## src/rtl/fx2_pkg.sv

```systemverilog
// Shared constants and encodings for the FX2 slave-FIFO transmit arbiter.
package fx2_pkg;

  localparam logic [1:0] RX_EP_DEF     = 2'b00;
  localparam logic [1:0] REPLY_EP_DEF  = 2'b10;
  localparam logic [1:0] SAMPLE_EP_DEF = 2'b11;

  localparam int REPLY_BYTES  = 4;
  localparam int SAMPLE_BYTES = 6;

  typedef enum logic [2:0] {
    ST_IDLE   = 3'd0,
    ST_RX     = 3'd1,
    ST_SELECT = 3'd2,
    ST_LOAD   = 3'd3,
    ST_WRITE  = 3'd4,
    ST_PKTEND = 3'd5,
    ST_FLUSH  = 3'd6
  } arb_state_e;

  typedef enum logic {
    SRC_REPLY  = 1'b0,
    SRC_SAMPLE = 1'b1
  } src_e;

endpackage

```

## src/rtl/fx2_byte_serializer.sv

```systemverilog
// Holds one N-byte word and presents it a byte at a time, LSB- or MSB-first.
module fx2_byte_serializer #(
  parameter int N_BYTES   = 4,
  parameter bit MSB_FIRST = 1'b0
) (
  input  logic                   fx2_clk,
  input  logic                   reset,
  input  logic                   load,
  input  logic [8*N_BYTES-1:0]   data,
  input  logic                   advance,
  output logic [7:0]             byte_out,
  output logic                   last
);

  localparam int IW = $clog2(N_BYTES);
  localparam logic [IW-1:0] LAST_IDX = IW'(N_BYTES - 1);

  logic [8*N_BYTES-1:0] word;
  logic [IW-1:0]        idx;

  // NOTE: state registers use non-blocking assignments so every flop samples
  // pre-edge values; the async reset puts them in a known state without a clock.
  always_ff @(posedge fx2_clk or posedge reset) begin
    if (reset) begin
      word <= '0;
      idx  <= '0;
    end else if (load) begin
      word <= data;
      idx  <= '0;
    end else if (advance) begin
      word <= MSB_FIRST ? (word << 8) : (word >> 8);
      idx  <= idx + IW'(1);
    end
  end

  // The outgoing byte always sits at the end the word shifts away from.
  assign byte_out = MSB_FIRST ? word[8*N_BYTES-1 -: 8] : word[7:0];
  assign last     = (idx == LAST_IDX);

endmodule

```

## src/rtl/fx2_tx_arbiter.sv

```systemverilog
// Time-shares the FX2 slave-FIFO bus between command receive, register replies
// and timetag samples; flushes partial sample packets after an idle timeout.
module fx2_tx_arbiter
  import fx2_pkg::*;
#(
  parameter logic [1:0]  RX_EP      = RX_EP_DEF,
  parameter logic [1:0]  REPLY_EP   = REPLY_EP_DEF,
  parameter logic [1:0]  SAMPLE_EP  = SAMPLE_EP_DEF,
  parameter int unsigned SETTLE     = 2,
  parameter int unsigned FLUSH_IDLE = 4096
) (
  input  logic        fx2_clk,
  input  logic        reset,
  input  logic [31:0] reply_data,
  input  logic        reply_valid,
  output logic        reply_ready,
  input  logic [47:0] sample_data,
  input  logic        sample_valid,
  output logic        sample_ready,
  input  logic        rx_req,
  output logic        rx_gnt,
  input  logic        fx2_full_n,
  output logic [1:0]  fx2_fifoadr,
  output logic [7:0]  fx2_fd_out,
  output logic        fx2_fd_oe,
  output logic        fx2_slwr,
  output logic        fx2_pktend
);

  localparam int SW = (SETTLE > 1) ? $clog2(SETTLE) : 1;
  localparam int IW = $clog2(FLUSH_IDLE);
  localparam logic [SW-1:0] SETTLE_LAST = SW'(SETTLE - 1);
  localparam logic [IW-1:0] IDLE_LAST   = IW'(FLUSH_IDLE - 1);

  arb_state_e    state;
  src_e          src;
  logic [SW-1:0] settle_cnt;
  logic [IW-1:0] idle_cnt;
  logic          sample_dirty;

  logic       write_fire;
  logic       last_byte;
  logic       reply_last;
  logic       sample_last;
  logic [7:0] reply_byte;
  logic [7:0] sample_byte;

  // slwr must follow full_n in the same cycle so a full FIFO never swallows a byte.
  assign write_fire = (state == ST_WRITE) && fx2_full_n;
  assign fx2_slwr   = ~write_fire;
  assign last_byte  = (src == SRC_REPLY) ? reply_last : sample_last;
  assign fx2_fd_out = (src == SRC_REPLY) ? reply_byte : sample_byte;

  fx2_byte_serializer #(
    .N_BYTES   (REPLY_BYTES),
    .MSB_FIRST (1'b0)
  ) u_reply_ser (
    .fx2_clk  (fx2_clk),
    .reset    (reset),
    .load     ((state == ST_LOAD) && (src == SRC_REPLY)),
    .data     (reply_data),
    .advance  (write_fire && (src == SRC_REPLY)),
    .byte_out (reply_byte),
    .last     (reply_last)
  );

  fx2_byte_serializer #(
    .N_BYTES   (SAMPLE_BYTES),
    .MSB_FIRST (1'b1)
  ) u_sample_ser (
    .fx2_clk  (fx2_clk),
    .reset    (reset),
    .load     ((state == ST_LOAD) && (src == SRC_SAMPLE)),
    .data     (sample_data),
    .advance  (write_fire && (src == SRC_SAMPLE)),
    .byte_out (sample_byte),
    .last     (sample_last)
  );

  always_ff @(posedge fx2_clk or posedge reset) begin
    if (reset) begin
      state        <= ST_IDLE;
      src          <= SRC_REPLY;
      reply_ready  <= 1'b0;
      sample_ready <= 1'b0;
      rx_gnt       <= 1'b0;
      fx2_fifoadr  <= RX_EP;
      fx2_fd_oe    <= 1'b0;
      fx2_pktend   <= 1'b1;
      settle_cnt   <= '0;
      idle_cnt     <= '0;
      sample_dirty <= 1'b0;
    end else begin
      reply_ready  <= 1'b0;
      sample_ready <= 1'b0;
      fx2_pktend   <= 1'b1;

      unique case (state)
        ST_IDLE: begin
          settle_cnt <= '0;
          if (reply_valid) begin
            src         <= SRC_REPLY;
            fx2_fifoadr <= REPLY_EP;
            idle_cnt    <= '0;
            state       <= ST_SELECT;
          end else if (rx_req) begin
            rx_gnt      <= 1'b1;
            fx2_fifoadr <= RX_EP;
            idle_cnt    <= '0;
            state       <= ST_RX;
          end else if (sample_valid) begin
            src         <= SRC_SAMPLE;
            fx2_fifoadr <= SAMPLE_EP;
            idle_cnt    <= '0;
            state       <= ST_SELECT;
          end else if (sample_dirty) begin
            if (idle_cnt == IDLE_LAST) begin
              src         <= SRC_SAMPLE;
              fx2_fifoadr <= SAMPLE_EP;
              idle_cnt    <= '0;
              state       <= ST_FLUSH;
            end else begin
              idle_cnt <= idle_cnt + IW'(1);
            end
          end
        end

        ST_RX: begin
          if (!rx_req) begin
            rx_gnt <= 1'b0;
            state  <= ST_IDLE;
          end
        end

        // Wait for the newly addressed FIFO's full flag to become trustworthy.
        ST_SELECT: begin
          if (settle_cnt == SETTLE_LAST) begin
            reply_ready  <= (src == SRC_REPLY);
            sample_ready <= (src == SRC_SAMPLE);
            fx2_fd_oe    <= 1'b1;
            state        <= ST_LOAD;
          end else begin
            settle_cnt <= settle_cnt + SW'(1);
          end
        end

        ST_LOAD: state <= ST_WRITE;

        ST_WRITE: begin
          if (write_fire && last_byte) begin
            if (src == SRC_REPLY) begin
              fx2_pktend <= 1'b0;
              state      <= ST_PKTEND;
            end else begin
              sample_dirty <= 1'b1;
              fx2_fd_oe    <= 1'b0;
              state        <= ST_IDLE;
            end
          end
        end

        // Shared by reply commit and sample flush; src tells which one it was.
        ST_PKTEND: begin
          fx2_fd_oe <= 1'b0;
          if (src == SRC_SAMPLE) sample_dirty <= 1'b0;
          state <= ST_IDLE;
        end

        ST_FLUSH: begin
          if (settle_cnt == SETTLE_LAST) begin
            fx2_pktend <= 1'b0;
            state      <= ST_PKTEND;
          end else begin
            settle_cnt <= settle_cnt + SW'(1);
          end
        end

        default: state <= ST_IDLE;
      endcase
    end
  end

endmodule

```

## config.mk

```make
export PLATFORM = sky130hd
export DESIGN_NAME = fx2_tx_arbiter
export DESIGN_NICKNAME = d
export VERILOG_FILES = /design/src/rtl/fx2_pkg.sv /design/src/rtl/fx2_byte_serializer.sv /design/src/rtl/fx2_tx_arbiter.sv
export SDC_FILE = /design/constraint.sdc
export NUM_CORES = 1
export LEC_CHECK = 0
export CORE_UTILIZATION = 50
export DETAILED_ROUTE_END_ITERATION = 7
export GPL_ROUTABILITY_DRIVEN = 0
export PLACE_DENSITY = 0.76
export RECOVER_POWER = 25
export SLEW_MARGIN = 25
export SYNTH_ARGS = -nofsm -noshare
export SYNTH_HDL_FRONTEND = slang
export SYNTH_SLANG_ARGS = --single-unit
```

## constraint.sdc

```tcl
create_clock -name fx2_clk -period 10.3 [get_ports fx2_clk]
set_input_delay 3.09 -clock fx2_clk [delete_from_list [all_inputs] [get_ports fx2_clk]]
set_output_delay 3.09 -clock fx2_clk [all_outputs]
set_load 0.05 [all_outputs]
```

==> flow_summary.ini, run 1 <==
[drt]
route.detailed.drc = 0
detail_route.vias_per_cell = 5.591
ant_nets = 0
vias = 4098
routedWlPerCell_microns = 15.65
dr.pass1.iters = 4
drtIter0Drc = 197
wl_microns = 11470

[timing]
min_period_over_period_pct = 74.97
finalMaxSlewViolations = 74
setup_viol_count_final = 0
whs_ns = 0.4862
max_freq_mhz = 129.5
slew_headroom_pct = -44.23
fin_crit_ns = 7.721
hold_viol_final = 0
fin_tns_setup_ns = 0
fin_skew_ns = 0.01674
tightest_slew_ns = 2.152
fin_ws_ns = 2.579
rsz0062_at_grt = false

[worst_setup_path]
reg2reg_depth = 4
path_buf_inv = 2
start_kind = primary input
required_ns = 7.21
cp.arrival_ns = 4.63
reg2reg_slack_ns = 7.27
critPathKind = in -> out
end_kind = primary output
cp_max_fo = 6
r2r-start = src
critPathTopFamily = buffers and inverters
r2r-end = u_reply_ser.word[29]
critical_path.cell_chain = dlygate4sd3_1 -> nand3_1 -> clkdlybuf4s50_1
cp_slowest_cell = clkdlybuf4s50_1
startpoint = fx2_full_n
slowest_delay_ns = 0.82

[final_layout]
post-route-util_pct = 64.70
final_cell_mix = nand2_1, dfrtp_1, clkdlybuf4s50_1, a22oi_1, nor2_1
multi_input_area_sq_um = 2108
layoutNonFillerInstCount = 733
area_growth_pct = 25.22
antennaDiodeCount = 0
seq_area_sq_um = 2754
layout-drive-gt1-share_pct = 6.667
num-fill-cells = 801
num-nets-final = 685
final_common_cell = nand2_1
design_area_sq_um = 6324

[power_and_ir_drop]
power_leakage_nw = 2.827
total_power_mw = 1.590
comb_power_share_pct = 37.9
p_clk_share_pct = 16.3
vdd_drop_max_mv = 0.1008
p_int_uw = 952.1
p_sw_share_pct = 40.10
power_frac_seq_pct = 45.7
power_density_nw_per_um2 = 251.4
p_switching_uw = 637.4

[yosys]
synth_area_per_cell_sq_um = 9.863
synth_seq_cells = 110
synthFlopType = dfrtp_1
synth-edff-count = 0
yosys.area.top_type = dfrtp_1
postSynthCellCount = 512
synth_area_leaders = dfrtp_1, nand2_1, a22oi_1, a22o_1, mux2i_1
synthesis.nets = 602
ys.warnings.count = 0
synth.top_cell.area_share_pct = 54.01
ys_seq_area_share_pct = 54.53
netlist_area_sq_um = 5050
async_flop_share_pct = 100.0
synth_cell_types = 52

[global_routing]
grt_pass1_wl_microns = 18470
overflow = 0
grtUsageTotal_pct = 22.63
grt_max_degree = 63
grt_pass1_vias = 3781
antenna_found_initial = 0

[flow_run]
max_cap_viol_count = 2

[clock_tree]
tritoncts.num_buffers = 9
ctsHoldBuffers = 0
clock_path_buffers = 2
cts-resized-gates = 0
clk_latency_ns = 0.38
cts_tree = yes
post-cts-setup-buffers = 0
htree_levels = 3
clkTransAtPathRegs_ns = 0.11
clockRootBuffer = clkbuf_8
clock-sinks = 110

[floorplan]
die_w_microns = 102.5
die_y_microns = 102.5
initial_utilization_pct = 51.66
core_area_sq_um = 9774
dieArea_sq_um = 10510
rows = 36
io-pin-count = 102

[hold_path]
whs_endpoint = u_sample_ser.word[28]
holdPathStages = 2
hold_path.class = reg -> reg
hold_start = u_sample_ser.word[28]

[placed_design]
place_inst = 717
dpl_cell_area_sq_um = 6132
pre_cts_ws_ns = 2.669
port_buffers = 101
hpwl_microns = 7745

[status]
violations = capacitance limit, slew limit
outcome = complete, but fails checks
[synth_stat cells (2+ instances only)]
cell type / count
o22ai_1: 8
mux2_2: 8
and3_1: 3
o21ai_1: 17
a22o_1: 17
and4_1: 4
nor3_1: 5
nor2b_1: 3
clkbuf_1: 18
xor2_1: 5
o21ai_0: 11
nand4_1: 5
buf_2: 9
o31ai_1: 5
buf_1: 2
dfrtp_1: 109
nand2b_1: 2
or4_1: 2
ha_1: 4
nand3_1: 9
inv_1: 13
a31oi_1: 11
nor2_1: 25
or3_1: 3
mux2i_1: 10
a22oi_1: 41
mux2_1: 2
a21oi_1: 13
buf_6: 2
nand2_1: 122
buf_4: 2
and4b_1: 2
[worst max path at each step]
stage / slack (ns) / end / cells after the start
6_report: 2.58 / fx2_slwr / 3
5_1_grt: 2.51 / fx2_slwr / 3
4_1_cts: 2.66 / fx2_slwr / 3
3_5_place_dp: 2.67 / fx2_slwr / 3
3_3_place_gp: 2.69 / fx2_slwr / 3
2_1_floorplan: 3.73 / fx2_slwr / 1
[layout make-up]
class	count	area share, %
clock buffers	10	2.176
clock inverters	6	0.9893
inverters	14	0.8508
multi-input cells	355	33.34
flip-flops and latches	110	43.55
well taps	133	2.632
repair buffers	105	16.46
[flip-flops by register name, indices dropped and copies added (netlist names)]
register           flops
fx2_fd_oe              1
fx2_fifoadr            2
fx2_pktend             1
idle_cnt              12
reply_ready            1
rx_gnt                 1
sample_dirty           1
sample_ready           1
settle_cnt             1
src                    1
state                  3
u_reply_ser.idx        2
u_reply_ser.word      32
u_sample_ser.idx       3
u_sample_ser.word     48
[per-layer routing]
metal	up-vias	wire length, microns	GRT usage, %
met5	-	0	0
met4	0	187	7.363
met3	13	684	4.881
met2	119	5454	35.13
met1	1990	5141	31.87
li1	1976	-	-
[cells by family after synthesis]
| group | synth area share, % |
|---|---|
| adders and majority gates | 0.9911 |
| buffers and inverters | 4.162 |
| muxes | 4.212 |
| and+or+nand+nor | 17.24 |
| DFF | 54.53 |
| AOI/OAI and AO/OA | 17.82 |
| xor gates and xnor gates | 1.041 |
[worst min-delay path, cell delays in order (launching register included)]
cell and delay, ns:
dfrtp_1 0.36, nand2_1 0.05, nand2_1 0.05
[power by group through the flow]
stage	clock network, mW	registers [mW]	logic (mW)
4_1_cts	0.264	0.726	0.610
5_1_grt	0.284	0.749	0.663
2_1_floorplan	0	0.712	0.440
3_3_place_gp	0	0.726	0.592
6_report	0.260	0.727	0.603
3_5_place_dp	0	0.736	0.604
(Power assumes the default switching activity.)
==> run 2: changes to the inputs <==
==> constraint.sdc (replaced) <==
create_clock -name fx2_clk -period 7.9 [get_ports fx2_clk]
set_input_delay 2.37 -clock fx2_clk [delete_from_list [all_inputs] [get_ports fx2_clk]]
set_output_delay 2.37 -clock fx2_clk [all_outputs]
set_load 0.05 [all_outputs]
==> run 2 against run 1 <==
  * The flow still finishes with violations (capacitance limit, slew limit)
  * Core utilization rose by 0.19 points
  * Die area is the same
  * Cell count is 0.14% higher
  * Sequential share of layout area decreased by 0.13 points
  * Largest cell class unchanged
  * Highest routed layer unchanged
==> flow_summary.ini, run 2 (synthesis gave the netlist of run 1 again) <==
[final_layout]
layoutNonFillerInstCount = 734
antennaDiodeCount = 0
layout-drive-gt1-share_pct = 6.656
regMostFlops = u_sample_ser.word
reg_top3 = u_sample_ser.word: 48 flops, u_reply_ser.word: 32 flops, idle_cnt: 12 flops
area_growth_pct = 25.59
final_cell_mix = nand2_1, dfrtp_1, clkdlybuf4s50_1, a22oi_1, nor2_1
largest_reg_flops = 48
final_common_cell = nand2_1
num-nets-final = 686

[worst_setup_path]
cp_max_fo = 6
r2r-start = state[2]
reg2reg_depth = 6
reg2reg_slack_ns = 5.16
start_kind = primary input
endpoint = fx2_slwr
critPathTopFamily = buffers and inverters
path_buf_inv = 2
critical_path.cell_chain = dlygate4sd3_1 -> nand3_1 -> clkdlybuf4s50_1
critPathKind = in -> out
end_kind = primary output
required_ns = 5.53
slowest_delay_ns = 0.82
startpoint = fx2_full_n
cp_slowest_cell = clkdlybuf4s50_1
path_depth = 3
cp.arrival_ns = 3.95
r2r-end = u_sample_ser.word[43]

[clock_tree]
cts-resized-gates = 0
tritoncts.num_buffers = 9
clockRootBuffer = clkbuf_8
post-cts-setup-buffers = 0
htree_levels = 3
clkTransAtPathRegs_ns = 0.10
clock-sinks = 110
clk_latency_ns = 0.36
cts_tree = yes
ctsHoldBuffers = 0
clock_path_buffers = 2

[placed_design]
port_buffers = 101
hpwl_microns = 7852
place_inst = 717

[flow_run]
max_cap_viol_count = 1

[power_and_ir_drop]
power_density_nw_per_um2 = 325.9
power_leakage_nw = 2.828
vdd_drop_max_mv = 0.1354

[drt]
wl_microns = 11590
dr.pass1.iters = 5
ant_nets = 0
routedWlPerCell_microns = 15.78
route.detailed.drc = 0
vias = 4097
detail_route.vias_per_cell = 5.582
drtIter0Drc = 238

[status]
violations = capacitance limit, slew limit
outcome = complete, but fails checks

[timing]
rsz0062_at_grt = false
setup_viol_count_final = 0
fin_crit_ns = 6.321
fin_skew_ns = 0.01380
tightest_slew_ns = 2.135
hold_viol_final = 0
slew_headroom_pct = -43.14
min_period_over_period_pct = 80.02
fin_tns_setup_ns = 0
max_freq_mhz = 158.2
finalMaxSlewViolations = 50

[floorplan]
io-pin-count = 102
initial_utilization_pct = 51.66
dieArea_sq_um = 10510
core_area_sq_um = 9774
die_w_microns = 102.5
die_y_microns = 102.5
rows = 36

[hold_path]
hold_path.class = reg -> reg

[global_routing]
overflow = 0
grt_pass1_vias = 3912
grt_max_degree = 63
antenna_found_initial = 0
grtUsageTotal_pct = 22.96
grt_pass1_wl_microns = 18640
## run 2: cell types whose count changed in the layout (fill, tap and decap cells not counted)
cell / delta
a21oi_1: +1
a21oi_4: -1
a41oi_1: -1
a41oi_4: +1
buf_16: +1
clkbuf_1: +1
clkinv_8: -1
clkinvlp_4: +1
inv_8: -1
## run 2: worst min-delay path, stage by stage (launching register included)
cell	delay, ns
dfrtp_1	0.35
nand2_1	0.05
nand2_1	0.06
## run 2: routing by layer
layer	GRT usage, %	vias to the layer above	part of all wire, %
met3	5.559	12	6.4
li1	-	1974	-
met2	36.15	125	48
met5	0	-	0
met4	6.703	0	1.3
met1	31.77	1986	44
## run 2: cell type report
type	count	area (sq um)
repair buffers	106	1069
clock inverters	5	42.54
clock buffers	11	141.4
well taps	133	166.4
fillers	814	3432
inverters	14	53.80
multi-input cells	355	2116
flip-flops and latches	110	2754
## run 2: worst min path at each step
stage,depth (start not counted),start,slack (ns),endpoint
5_1_grt,2,u_sample_ser.word[24],0.51,u_sample_ser.word[24]
2_1_floorplan,2,u_sample_ser.word[43],0.44,u_sample_ser.word[43]
3_3_place_gp,2,u_reply_ser.word[3],0.46,u_reply_ser.word[3]
3_5_place_dp,2,u_reply_ser.word[4],0.46,u_reply_ser.word[4]
6_report,2,u_reply_ser.word[4],0.49,u_reply_ser.word[4]
4_1_cts,2,u_reply_ser.word[4],0.49,u_reply_ser.word[4]
## run 2: where the power goes
group          switching (mW)  total, mW  internal [mW]
Clock                   0.193      0.320          0.127
Combinational           0.460      0.797          0.337
Sequential              0.171      0.950          0.779
## run 2: per-stage QoR
stage,hold WS [ns],power [mW],util [%],area [sq um],setup slack (ns)
global placement,0.4554,1.719,62.72,6131,1.734
CTS,0.4857,2.070,64.62,6316,1.703
global route,0.5054,2.208,64.89,6342,1.526
finish,0.4863,2.067,64.89,6342,1.579
floorplan,0.4403,1.502,-,5050,2.629
detailed placement,0.4611,1.749,62.74,6132,1.707
